## src/rtl/i2c_reg_sequencer_if.sv

```systemverilog
// Handshake bundle between the register sequencer and the I2C byte master.
// The master modport is the sequencer side, and the slave modport is the byte-master side.
interface i2c_reg_sequencer_if;
    logic       i2c_enable;
    logic [6:0] i2c_addr;
    logic       i2c_rw;
    logic [7:0] i2c_data_wr;
    logic       i2c_busy;
    logic       i2c_ready;
    logic       i2c_ack_error;
    logic [7:0] i2c_data_rd;

    modport master (
        output i2c_enable, i2c_addr, i2c_rw, i2c_data_wr,
        input  i2c_busy, i2c_ready, i2c_ack_error, i2c_data_rd
    );

    modport slave (
        input  i2c_enable, i2c_addr, i2c_rw, i2c_data_wr,
        output i2c_busy, i2c_ready, i2c_ack_error, i2c_data_rd
    );
endinterface

```

## src/rtl/i2c_reg_sequencer.sv

```systemverilog
// Register-level I2C transaction controller. A single host request becomes a
// complete register write or register read on the byte master. The controller
// tracks the master's busy edges and returns the read data with a status.
module i2c_reg_sequencer #(
    parameter int unsigned TIMEOUT_CYC = 2_000_000,
    parameter int unsigned TO_W        = 21
) (
    input  logic                  clk,
    input  logic                  rst,
    input  logic                  req,
    input  logic                  is_read,
    input  logic [6:0]            dev_addr,
    input  logic [7:0]            reg_addr,
    input  logic [7:0]            wr_data,
    output logic                  rdy,
    output logic [7:0]            rd_data,
    output logic                  done,
    output logic                  nack,
    output logic                  timeout,
    i2c_reg_sequencer_if.master   bus
);
    typedef enum logic [2:0] {
        S_IDLE, S_PH0, S_PH1, S_DRAIN, S_WAIT_IDLE, S_DONE
    } state_t;

    localparam logic [TO_W-1:0] TO_LAST = TO_W'(TIMEOUT_CYC - 1);
    localparam bit              TO_EN   = (TIMEOUT_CYC != 0);

    state_t          state, state_d;
    logic            busy_prev;
    logic            rise, fall, to_fire;
    logic            rd_lat, rd_lat_d;
    logic [7:0]      wdat_lat, wdat_lat_d;
    logic [TO_W-1:0] to_cnt, to_cnt_d;
    logic            en_q, en_d;
    logic [6:0]      addr_q, addr_d;
    logic            rw_q, rw_d;
    logic [7:0]      dwr_q, dwr_d;
    logic [7:0]      rd_q, rd_d;
    logic            nack_q, nack_d;
    logic            to_q, to_d;

    assign rise    = bus.i2c_busy & ~busy_prev;
    assign fall    = ~bus.i2c_busy & busy_prev;
    assign to_fire = TO_EN && (to_cnt == TO_LAST) &&
                     (state inside {S_PH0, S_PH1, S_DRAIN, S_WAIT_IDLE});

    assign rdy             = (state == S_IDLE) & bus.i2c_ready;
    assign done            = (state == S_DONE);
    assign rd_data         = rd_q;
    assign nack            = nack_q;
    assign timeout         = to_q;
    assign bus.i2c_enable  = en_q;
    assign bus.i2c_addr    = addr_q;
    assign bus.i2c_rw      = rw_q;
    assign bus.i2c_data_wr = dwr_q;

    // Next-state and next-output decode for the transaction phases.
    always_comb begin
        // NOTE: every target gets a hold default first so no path infers a latch.
        state_d    = state;
        rd_lat_d   = rd_lat;
        wdat_lat_d = wdat_lat;
        en_d       = en_q;
        addr_d     = addr_q;
        rw_d       = rw_q;
        dwr_d      = dwr_q;
        rd_d       = rd_q;
        nack_d     = nack_q;
        to_d       = to_q;
        to_cnt_d   = to_cnt + TO_W'(1);

        // The watchdog restarts whenever the master shows progress.
        if (state == S_IDLE || rise || fall) begin
            to_cnt_d = '0;
        end

        if (state != S_IDLE && bus.i2c_ack_error) begin
            nack_d = 1'b1;
        end

        unique case (state)
            S_IDLE: begin
                if (req && bus.i2c_ready) begin
                    rd_lat_d   = is_read;
                    wdat_lat_d = wr_data;
                    addr_d     = dev_addr;
                    rw_d       = 1'b0;
                    dwr_d      = reg_addr;
                    en_d       = 1'b1;
                    nack_d     = 1'b0;
                    to_d       = 1'b0;
                    state_d    = S_PH0;
                end
            end
            S_PH0: begin
                // The master has taken dev+W/reg. Queue the second command now.
                if (rise) begin
                    if (rd_lat) rw_d  = 1'b1;
                    else        dwr_d = wdat_lat;
                    state_d = S_PH1;
                end
            end
            S_PH1: begin
                // The second command is running. Dropping enable makes it the last command.
                if (rise) begin
                    en_d    = 1'b0;
                    state_d = S_DRAIN;
                end
            end
            S_DRAIN: begin
                if (fall) begin
                    if (rd_lat) rd_d = bus.i2c_data_rd;
                    state_d = S_WAIT_IDLE;
                end
            end
            S_WAIT_IDLE: begin
                if (bus.i2c_ready) state_d = S_DONE;
            end
            S_DONE: begin
                state_d = S_IDLE;
            end
            default: begin
                state_d = S_IDLE;
            end
        endcase

        if (to_fire) begin
            en_d    = 1'b0;
            to_d    = 1'b1;
            rd_d    = rd_q;
            state_d = S_DONE;
        end
    end

    // State and output registers, with synchronous active-low reset.
    always_ff @(posedge clk) begin
        // NOTE: sequential state uses non-blocking assignments only.
        if (!rst) begin
            state     <= S_IDLE;
            busy_prev <= 1'b0;
            rd_lat    <= 1'b0;
            wdat_lat  <= '0;
            to_cnt    <= '0;
            en_q      <= 1'b0;
            addr_q    <= '0;
            rw_q      <= 1'b0;
            dwr_q     <= '0;
            rd_q      <= '0;
            nack_q    <= 1'b0;
            to_q      <= 1'b0;
        end else begin
            state     <= state_d;
            busy_prev <= bus.i2c_busy;
            rd_lat    <= rd_lat_d;
            wdat_lat  <= wdat_lat_d;
            to_cnt    <= to_cnt_d;
            en_q      <= en_d;
            addr_q    <= addr_d;
            rw_q      <= rw_d;
            dwr_q     <= dwr_d;
            rd_q      <= rd_d;
            nack_q    <= nack_d;
            to_q      <= to_d;
        end
    end
endmodule

```

## src/flat_wrapper.sv

```systemverilog
// flat-port wrapper written by rule: the top's interface ports become plain ports
module i2c_reg_sequencer_flat 
#(
    parameter int unsigned TIMEOUT_CYC = 2_000_000,
    parameter int unsigned TO_W        = 21
)
  (clk, rst, req, is_read, dev_addr, reg_addr, wr_data, rdy, rd_data, done, nack, timeout, bus_i2c_enable, bus_i2c_addr, bus_i2c_rw, bus_i2c_data_wr, bus_i2c_busy, bus_i2c_ready, bus_i2c_ack_error, bus_i2c_data_rd);
  i2c_reg_sequencer_if bus_i ();
  input  logic clk;
  input  logic rst;
  input  logic req;
  input  logic is_read;
  input  logic [6:0] dev_addr;
  input  logic [7:0] reg_addr;
  input  logic [7:0] wr_data;
  output logic rdy;
  output logic [7:0] rd_data;
  output logic done;
  output logic nack;
  output logic timeout;
  output wire logic [$bits(bus_i.i2c_enable)-1:0] bus_i2c_enable;
  output wire logic [$bits(bus_i.i2c_addr)-1:0] bus_i2c_addr;
  output wire logic [$bits(bus_i.i2c_rw)-1:0] bus_i2c_rw;
  output wire logic [$bits(bus_i.i2c_data_wr)-1:0] bus_i2c_data_wr;
  input wire logic [$bits(bus_i.i2c_busy)-1:0] bus_i2c_busy;
  input wire logic [$bits(bus_i.i2c_ready)-1:0] bus_i2c_ready;
  input wire logic [$bits(bus_i.i2c_ack_error)-1:0] bus_i2c_ack_error;
  input wire logic [$bits(bus_i.i2c_data_rd)-1:0] bus_i2c_data_rd;
  assign bus_i2c_enable = bus_i.i2c_enable;
  assign bus_i2c_addr = bus_i.i2c_addr;
  assign bus_i2c_rw = bus_i.i2c_rw;
  assign bus_i2c_data_wr = bus_i.i2c_data_wr;
  assign bus_i.i2c_busy = bus_i2c_busy;
  assign bus_i.i2c_ready = bus_i2c_ready;
  assign bus_i.i2c_ack_error = bus_i2c_ack_error;
  assign bus_i.i2c_data_rd = bus_i2c_data_rd;
  i2c_reg_sequencer #(.TIMEOUT_CYC(TIMEOUT_CYC), .TO_W(TO_W)) u_core (.clk(clk), .rst(rst), .req(req), .is_read(is_read), .dev_addr(dev_addr), .reg_addr(reg_addr), .wr_data(wr_data), .rdy(rdy), .rd_data(rd_data), .done(done), .nack(nack), .timeout(timeout), .bus(bus_i));
endmodule
```

## config.mk

```make
export PLATFORM = sky130hd
export DESIGN_NAME = i2c_reg_sequencer_flat
export DESIGN_NICKNAME = d
export VERILOG_FILES = /design/src/rtl/i2c_reg_sequencer_if.sv /design/src/rtl/i2c_reg_sequencer.sv /design/src/flat_wrapper.sv
export SDC_FILE = /design/constraint.sdc
export NUM_CORES = 1
export LEC_CHECK = 0
export BUFFER_PORTS_ARGS = -buffer_cell sky130_fd_sc_hd__buf_2
export CAP_MARGIN = 20
export CORE_MARGIN = 1
export CORE_UTILIZATION = 45
export CTS_BUF_LIST = sky130_fd_sc_hd__clkbuf_2
export DETAILED_ROUTE_END_ITERATION = 8
export HOLD_SLACK_MARGIN = 0.12
export PLACE_DENSITY = 0.7
export SYNTH_ARGS = -nofsm -noshare
export SYNTH_HDL_FRONTEND = slang
export SYNTH_SLANG_ARGS = --single-unit
```

## constraint.sdc

```tcl
create_clock -name clk -period 1.7 [get_ports clk]
set_input_delay 0.34 -clock clk [delete_from_list [all_inputs] [get_ports clk]]
set_output_delay 0.34 -clock clk [all_outputs]
set_load 0.005 [all_outputs]
```

==> results of run 1 <==
## cells in the final DEF (no fill, tap or decap), types with 3 or more instances in the layout
cell and n:
buf_12 3, inv_1 5, clkbuf_2 9, bufinv_16 3
or4_1 3, o31ai_1 3, buf_4 26, nand4_1 7
buf_2 65, o21ai_0 7, a21oi_1 8, buf_6 3
dlygate4sd3_1 25, mux2i_1 16, o211a_1 9, dfxtp_1 53
xor2_1 10, nor3_1 3, nand3_1 7, nand2_1 69
nor2_1 16, and2_1 5, or3_1 6, dfxtp_2 6
a21boi_0 16
## worst max-delay path, delay by kind of cell (launching register included)
kind / cells / cell delay, ns
flops: 1 / 0.37
buf+inv: 2 / 0.21
simple gates: 2 / 0.35
## metrics by stage
step                      cell area, µm²  worst slack [ns]   util  setup TNS, ns  cells
after floorplan                     2690            0.0182      -              0    305
after global placement              3200            0.0692  0.566              0    444
after detailed placement            3200          0.000841  0.566              0    444
after CTS                           3670           -0.0481  0.651        -0.0945    491
after global routing                3760            -0.125  0.667         -0.466    497
final                               3760           -0.0352  0.667        -0.0392    497
## synthesized netlist by cell type, drive strengths merged
master / instances / area share
nand2: 69 / 0.096
o21ai: 7 / 0.013
nand4: 7 / 0.016
nor4: 2 / 0.0046
nor4b: 1 / 0.0033
o2111ai: 1 / 0.0033
mux2i: 16 / 0.059
or3: 6 / 0.014
o31a: 1 / 0.0033
and4: 2 / 0.0065
a22oi: 1 / 0.0028
a21boi: 16 / 0.045
a211oi: 1 / 0.0028
dfxtp: 61 / 0.45
nor2b: 2 / 0.0046
inv: 5 / 0.0070
buf: 8 / 0.024
nand3: 9 / 0.017
xor2: 10 / 0.033
and3: 2 / 0.0046
o211a: 10 / 0.037
and2: 6 / 0.014
o41ai: 1 / 0.0033
or3b: 1 / 0.0033
o21a: 1 / 0.0028
o211ai: 1 / 0.0028
nand4b: 1 / 0.0033
nor4bb: 2 / 0.0074
nor3: 6 / 0.011
o31ai: 3 / 0.0084
or4: 3 / 0.0084
nand2b: 2 / 0.0046
a31oi: 1 / 0.0023
ha: 1 / 0.0046
o311a: 1 / 0.0037
o32ai: 1 / 0.010
nor2: 17 / 0.026
xnor2: 1 / 0.0033
a21oi: 8 / 0.015
clkbuf: 11 / 0.015
## kinds of logic after synthesis
kind of cell / after synthesis / synth area share
buffers and inverters: 24 / 0.0460
flip-flops: 61 / 0.454
multiplexers: 16 / 0.0595
AND/OR/NAND/NOR: 138 / 0.245
adder cells (fa/ha/maj): 1 / 0.00465
AO/OA/AOI/OAI: 54 / 0.155
XOR/XNOR: 11 / 0.0358
## final cells by class
class | instances | area, µm²
well taps | 72 | 90.1
clock buffers | 9 | 45.0
flip-flops and latches | 61 | 1240
diodes | 1 | 2.50
repair buffers | 122 | 865
multi-input cells | 220 | 1390
fillers | 451 | 1880
clock inverters | 7 | 114
inverters | 5 | 18.8
## worst max-delay path by stage
stage                                start                   endpoint  cells after the start  slack (ns)
final                      u_core.state[1]                        rdy                      4       -0.04
after floorplan            u_core.state[1]  u_core.bus.i2c_data_wr[0]                      7        0.02
after global routing       u_core.state[1]                        rdy                      4       -0.13
after detailed placement   u_core.state[1]  u_core.bus.i2c_data_wr[6]                      4      0.0008
after CTS                  u_core.state[0]                        rdy                      4       -0.05
after global placement    u_core.to_cnt[6]          u_core.to_cnt[19]                      4        0.07
## power by group
part | leakage (µW) | internal (µW) | switching [µW]
logic | 0.00107 | 205 | 170
registers | 0.000500 | 1470 | 27.6
clock network | 0.0000872 | 627 | 545
## registers in the layout, indices dropped and copies added (netlist names)
name / count
u_core.to_cnt: 21
u_core.bus.i2c_data_wr: 8
u_core.rd_data: 8
u_core.wdat_lat: 8
u_core.bus.i2c_addr: 7
u_core.state: 3
u_core.bus.i2c_enable: 1
u_core.bus.i2c_rw: 1
u_core.busy_prev: 1
u_core.nack: 1
u_core.rd_lat: 1
u_core.timeout: 1
## metal layers
| metal | track usage | vias to the layer above | wire length (µm) |
|---|---|---|---|
| met3 | 0.0540 | 12 | 294 |
| li1 | - | 1297 | - |
| met1 | 0.265 | 1168 | 2910 |
| met4 | 0.116 | 0 | 140 |
| met5 | 0 | - | 0 |
| met2 | 0.401 | 61 | 3410 |
## what timing repair did
action	4_1_cts	5_1_grt
hold buffers	25	0
resized for setup	9	15
setup endpoints to repair	7	18
endpoints found under the hold margin	25	0
buffers inserted	6	5
pin swaps	3	4
==> reports/qor.yml, run 1 <==
sta:
  rsz0062_at_grt: "true"
  holdWs_ns: 0.177
  final_hold_viol_count: 0
  max_slew_margin: 0.769
  finalClockSkew_ns: 0.0244
  post-route-period-util: 1.02
  period_needed_ns: 1.74
  worst_slew_pin_slew_ns: 0.347
  maxSlewViolCount: 0
  clock.fmax_ghz: 0.576
  fin_ws_ns: -0.0352
  setup_violations: 2
worst_setup_path:
  cp.arrival_ns: 1.40
  critPathMostFrequentCell: "buf_6"
  critPathSlowestCell: "dfxtp_2"
  r2r-end: "u_core.bus.i2c_enable"
  crit_path_max_fanout: 4
  slowest_delay_ns: 0.37
  crit_path_start_kind: "register"
  critPathCaptureType: "primary output"
  critPathKind: "register to primary output"
  rr_startpoint: "u_core.state[1]"
  rr_worst_depth: 6
  required_ns: 1.36
  ff2ff_setup_slack_ns: 0.04
  path_cells: "buf_6 -> nor3_4 -> and2_4 -> buf_6"
power:
  peakVddDrop_mv: 0.525
  leakage_uw: 0.00166
  power.density_nw_per_um2: 811
  total_power_uw: 3050
route:
  first_pass_iters: 4
  drt-vias-per-instance: 5.11
  drc: 0
  drt_iter0_markers: 144
  wl_per_cell_um: 13.6
  routed_wl_mm: 6.76
  dr_total_vias: 2538
  ant_nets: 0
clocking:
  insertion_delay_ns: 0.48
  cts.sinks: 61
  cts_tree: "yes"
  cts_buffers: 9
  cts_root_buf: "clkbuf_2"
  path_clk_slew_ns: 0.17
  clock_tree.buffer_depth: 2
  htree_num_levels: 3
logic_synthesis:
  synth_seq_area_share: 0.454
  syn-cell-area_um2: 2690
  syn_nets: 344
  post_synth_num_cell_types: 43
  synth_cells: 305
  yosysWarnings: 0
  postSynthAreaPerCell_um2: 8.83
  ys_seq_elements: 61
place:
  dp_hpwl_mm: 4.39
  io_buffers: 66
  place_congestion: 0.854
finish:
  area_growth_pct: 39.7
  drive_above_1_share: 0.307
  nets: 458
grt:
  antenna_found_initial: 1
  grt_pass1_wl_mm: 11.3
  grt_pass1_vias: 2539
  grt_max_degree: 32
  grt_use_total: 0.232
  grt_overflow_total: 0
floorplan:
  core_um2: 5640
  die_area_um2: 6300
  die_x_um: 79.4
  start_util: 0.477
  ioPinCount: 67
  die_h_um: 79.4
  rows: 27
hold_path:
  hold_path_class: "primary input to register"
  min-delay-start: "bus_i2c_busy"
  worstHoldPathCells: 2
  whs_endpoint: "u_core.busy_prev"
flow_run:
  cap_viol_max_count: 0
outcome:
  status: "complete, but fails checks"
  violations: "negative setup slack"
Power figures use the tool's default switching activity.
==> inputs of run 2 (changes only) <==
--- a/constraint.sdc
+++ b/constraint.sdc
@@ -3,2 +3,2 @@
 set_output_delay 0.34 -clock clk [all_outputs]
-set_load 0.005 [all_outputs]
+set_load 0.01 [all_outputs]
==> run 2 against run 1 <==
  * The run still ends with negative setup slack left
  * Largest cell class unchanged
  * Non-clock buffer count unchanged
  * Largest power group unchanged
  * Combinational power up 3%
  * Flip-flop and latch count unchanged
  * Clock-buffer cell count unchanged
  * Highest routed layer unchanged
  * Clock skew down 0.0017 ns
  * Routed wire length up 0.27%
  * Global-route usage unchanged
==> reports/qor.yml, run 2 (synthesis gave the netlist of run 1 again) <==
hold_path:
  min-delay-start: "bus_i2c_busy"
  hold_path_class: "primary input to register"
clocking:
  path_clk_slew_ns: 0.17  # about the same
  cts_root_buf: "clkbuf_2"
  cts_tree: "yes"
  insertion_delay_ns: 0.47  # about the same
  cts.sinks: 61  # unchanged
  cts_buffers: 9  # unchanged
  htree_num_levels: 3  # unchanged
  clock_tree.buffer_depth: 2  # unchanged
worst_setup_path:
  critPathLaunch: "u_core.state[1]"
  rr_worst_depth: 6  # unchanged
  critPathCaptureType: "primary output"
  crit_path_max_fanout: 4  # unchanged
  r2r-end: "u_core.bus.i2c_data_wr[3]"
  crit_end: "rdy"
  cp.arrival_ns: 1.39  # about the same
  required_ns: 1.36  # about the same
  crit_path_start_kind: "register"
  rr_startpoint: "u_core.state[1]"
  critPathKind: "register to primary output"
  ff2ff_setup_slack_ns: 0.05  # about the same
floorplan:
  start_util: 0.477  # unchanged
  ioPinCount: 67  # unchanged
  die_area_um2: 6300  # unchanged
  core_um2: 5640  # unchanged
  die_h_um: 79.4  # unchanged
  rows: 27  # unchanged
  die_x_um: 79.4  # unchanged
sta:
  final_hold_viol_count: 0  # unchanged
  period_needed_ns: 1.73  # -0.00466 ns
  fin_ws_ns: -0.0306  # +0.00466 ns
  finalClockSkew_ns: 0.0227  # -0.00172 ns
  setup_violations: 2  # unchanged
  worst_slew_pin_slew_ns: 0.334  # -0.0133 ns
  clock.fmax_ghz: 0.578  # +0.27%
  maxSlewViolCount: 0  # unchanged
  post-route-period-util: 1.02  # -0.00274
  rsz0062_at_grt: "true"
  holdWs_ns: 0.182  # +0.00514 ns
  max_slew_margin: 0.775  # +0.00649
finish:
  final_cell_mix: "nand2_1, buf_2, dfxtp_1"
  largest_reg_flops: 21  # unchanged
  fin_util: 0.668  # about the same
  nets: 458  # unchanged
  drive_above_1_share: 0.307  # unchanged
  area_growth_pct: 39.9  # about the same
  mostFrequentLayoutCell: "nand2_1"
  top_register: "u_core.to_cnt"
power:
  seq_power_share: 0.490  # -0.002
  pwr-share-clk: 0.383  # about the same
  netSwitchingPower_uw: 756  # +1.7%
  peakVddDrop_mv: 0.522  # -0.64%
  power_frac_comb: 0.127  # +0.004
  leakage_uw: 0.00166  # about the same
  swShare: 0.247  # +0.00315
  power.density_nw_per_um2: 814  # +0.34%
  internal_power_uw: 2310  # about the same
grt:
  grt_pass1_wl_mm: 11.3  # unchanged
  grt_max_degree: 32  # unchanged
  grt_overflow_total: 0  # unchanged
  grt_pass1_vias: 2539  # unchanged
  antenna_found_initial: 1  # unchanged
  grt_use_total: 0.232  # unchanged
route:
  first_pass_iters: 4  # unchanged
  drc: 0  # unchanged
  dr_total_vias: 2529  # -0.35%
  routed_wl_mm: 6.78  # +0.27%
  ant_nets: 0  # unchanged
  wl_per_cell_um: 13.6  # +0.27%
  drt-vias-per-instance: 5.09  # -0.35%
  drt_iter0_markers: 135  # -6.3%
place:
  dp_hpwl_mm: 4.39  # unchanged
  io_buffers: 66  # unchanged
  place_congestion: 0.854  # unchanged
outcome:
  status: "complete, but fails checks"
  violations: "negative setup slack"
flow_run:
  cap_viol_max_count: 0  # unchanged
## run 2: cell types whose count changed in the layout (fill, tap and decap cells not counted)
| cell | change |
|---|---|
| buf_6 | +1 |
| buf_4 | -1 |
## run 2: timing repair
action	4_1_cts	5_1_grt
pin swaps	3	4
hold buffers	25	0
buffers inserted	6	5
resized for setup	9	16
hold endpoints to repair	25	0
endpoints found under the setup margin	7	18
## run 2: routing by layer
layer | up-vias | track usage | share of wire
met5 | - | 0 | 0
met4 | 0 | 0.116 | 0.020
met3 | 11 | 0.0540 | 0.041
met2 | 64 | 0.401 | 0.50
met1 | 1161 | 0.265 | 0.44
li1 | 1293 | - | -
## run 2: area by class of cell
cell class | instances | area [µm²]
multi-input combinational | 220 | 1390
antenna | 1 | 2.50
timing repair buffer | 122 | 868
sequential | 61 | 1240
clock inverter | 7 | 114
inverter | 5 | 18.8
fill | 451 | 1880
tap | 72 | 90.1
clock buffer | 9 | 45.0
## run 2: power by group through the flow
stage,registers [µW],logic (µW),clock network (µW)
after global routing,1510,425,1270
final,1500,389,1170
after global placement,1530,303,0
after floorplan,1540,170,0
after detailed placement,1530,311,0
after CTS,1500,374,1190
## run 2: worst min-delay path by stage
| stage | to | slack, ns | cells past startpoint |
|---|---|---|---|
| 5_1_grt | u_core.busy_prev | 0.14 | 2 |
| 6_report | u_core.busy_prev | 0.18 | 2 |
| 3_5_place_dp | u_core.to_cnt[0] | 0.45 | 1 |
| 2_1_floorplan | u_core.to_cnt[0] | 0.43 | 1 |
| 3_3_place_gp | u_core.rd_data[6] | 0.44 | 2 |
| 4_1_cts | u_core.busy_prev | 0.14 | 2 |
## run 2: worst max-delay path, stage by stage (launching register included)
cell and delay [ns]:
dfxtp_2 0.37, buf_6 0.13, nor3_4 0.18, and2_4 0.16, buf_6 0.09
## run 2: per-stage QoR
stage / worst slack, ns / instances / TNS (ns) / cell area, µm² / total power [µW]
after global placement: 0.0692 / 444 / 0 / 3200 / 1840
after floorplan: 0.0182 / 305 / 0 / 2690 / 1710
after CTS: -0.0659 / 491 / -0.130 / 3670 / 3070
after global routing: -0.133 / 497 / -0.460 / 3770 / 3200
after detailed placement: 0.000841 / 444 / 0 / 3200 / 1840
final: -0.0306 / 497 / -0.0346 / 3770 / 3060
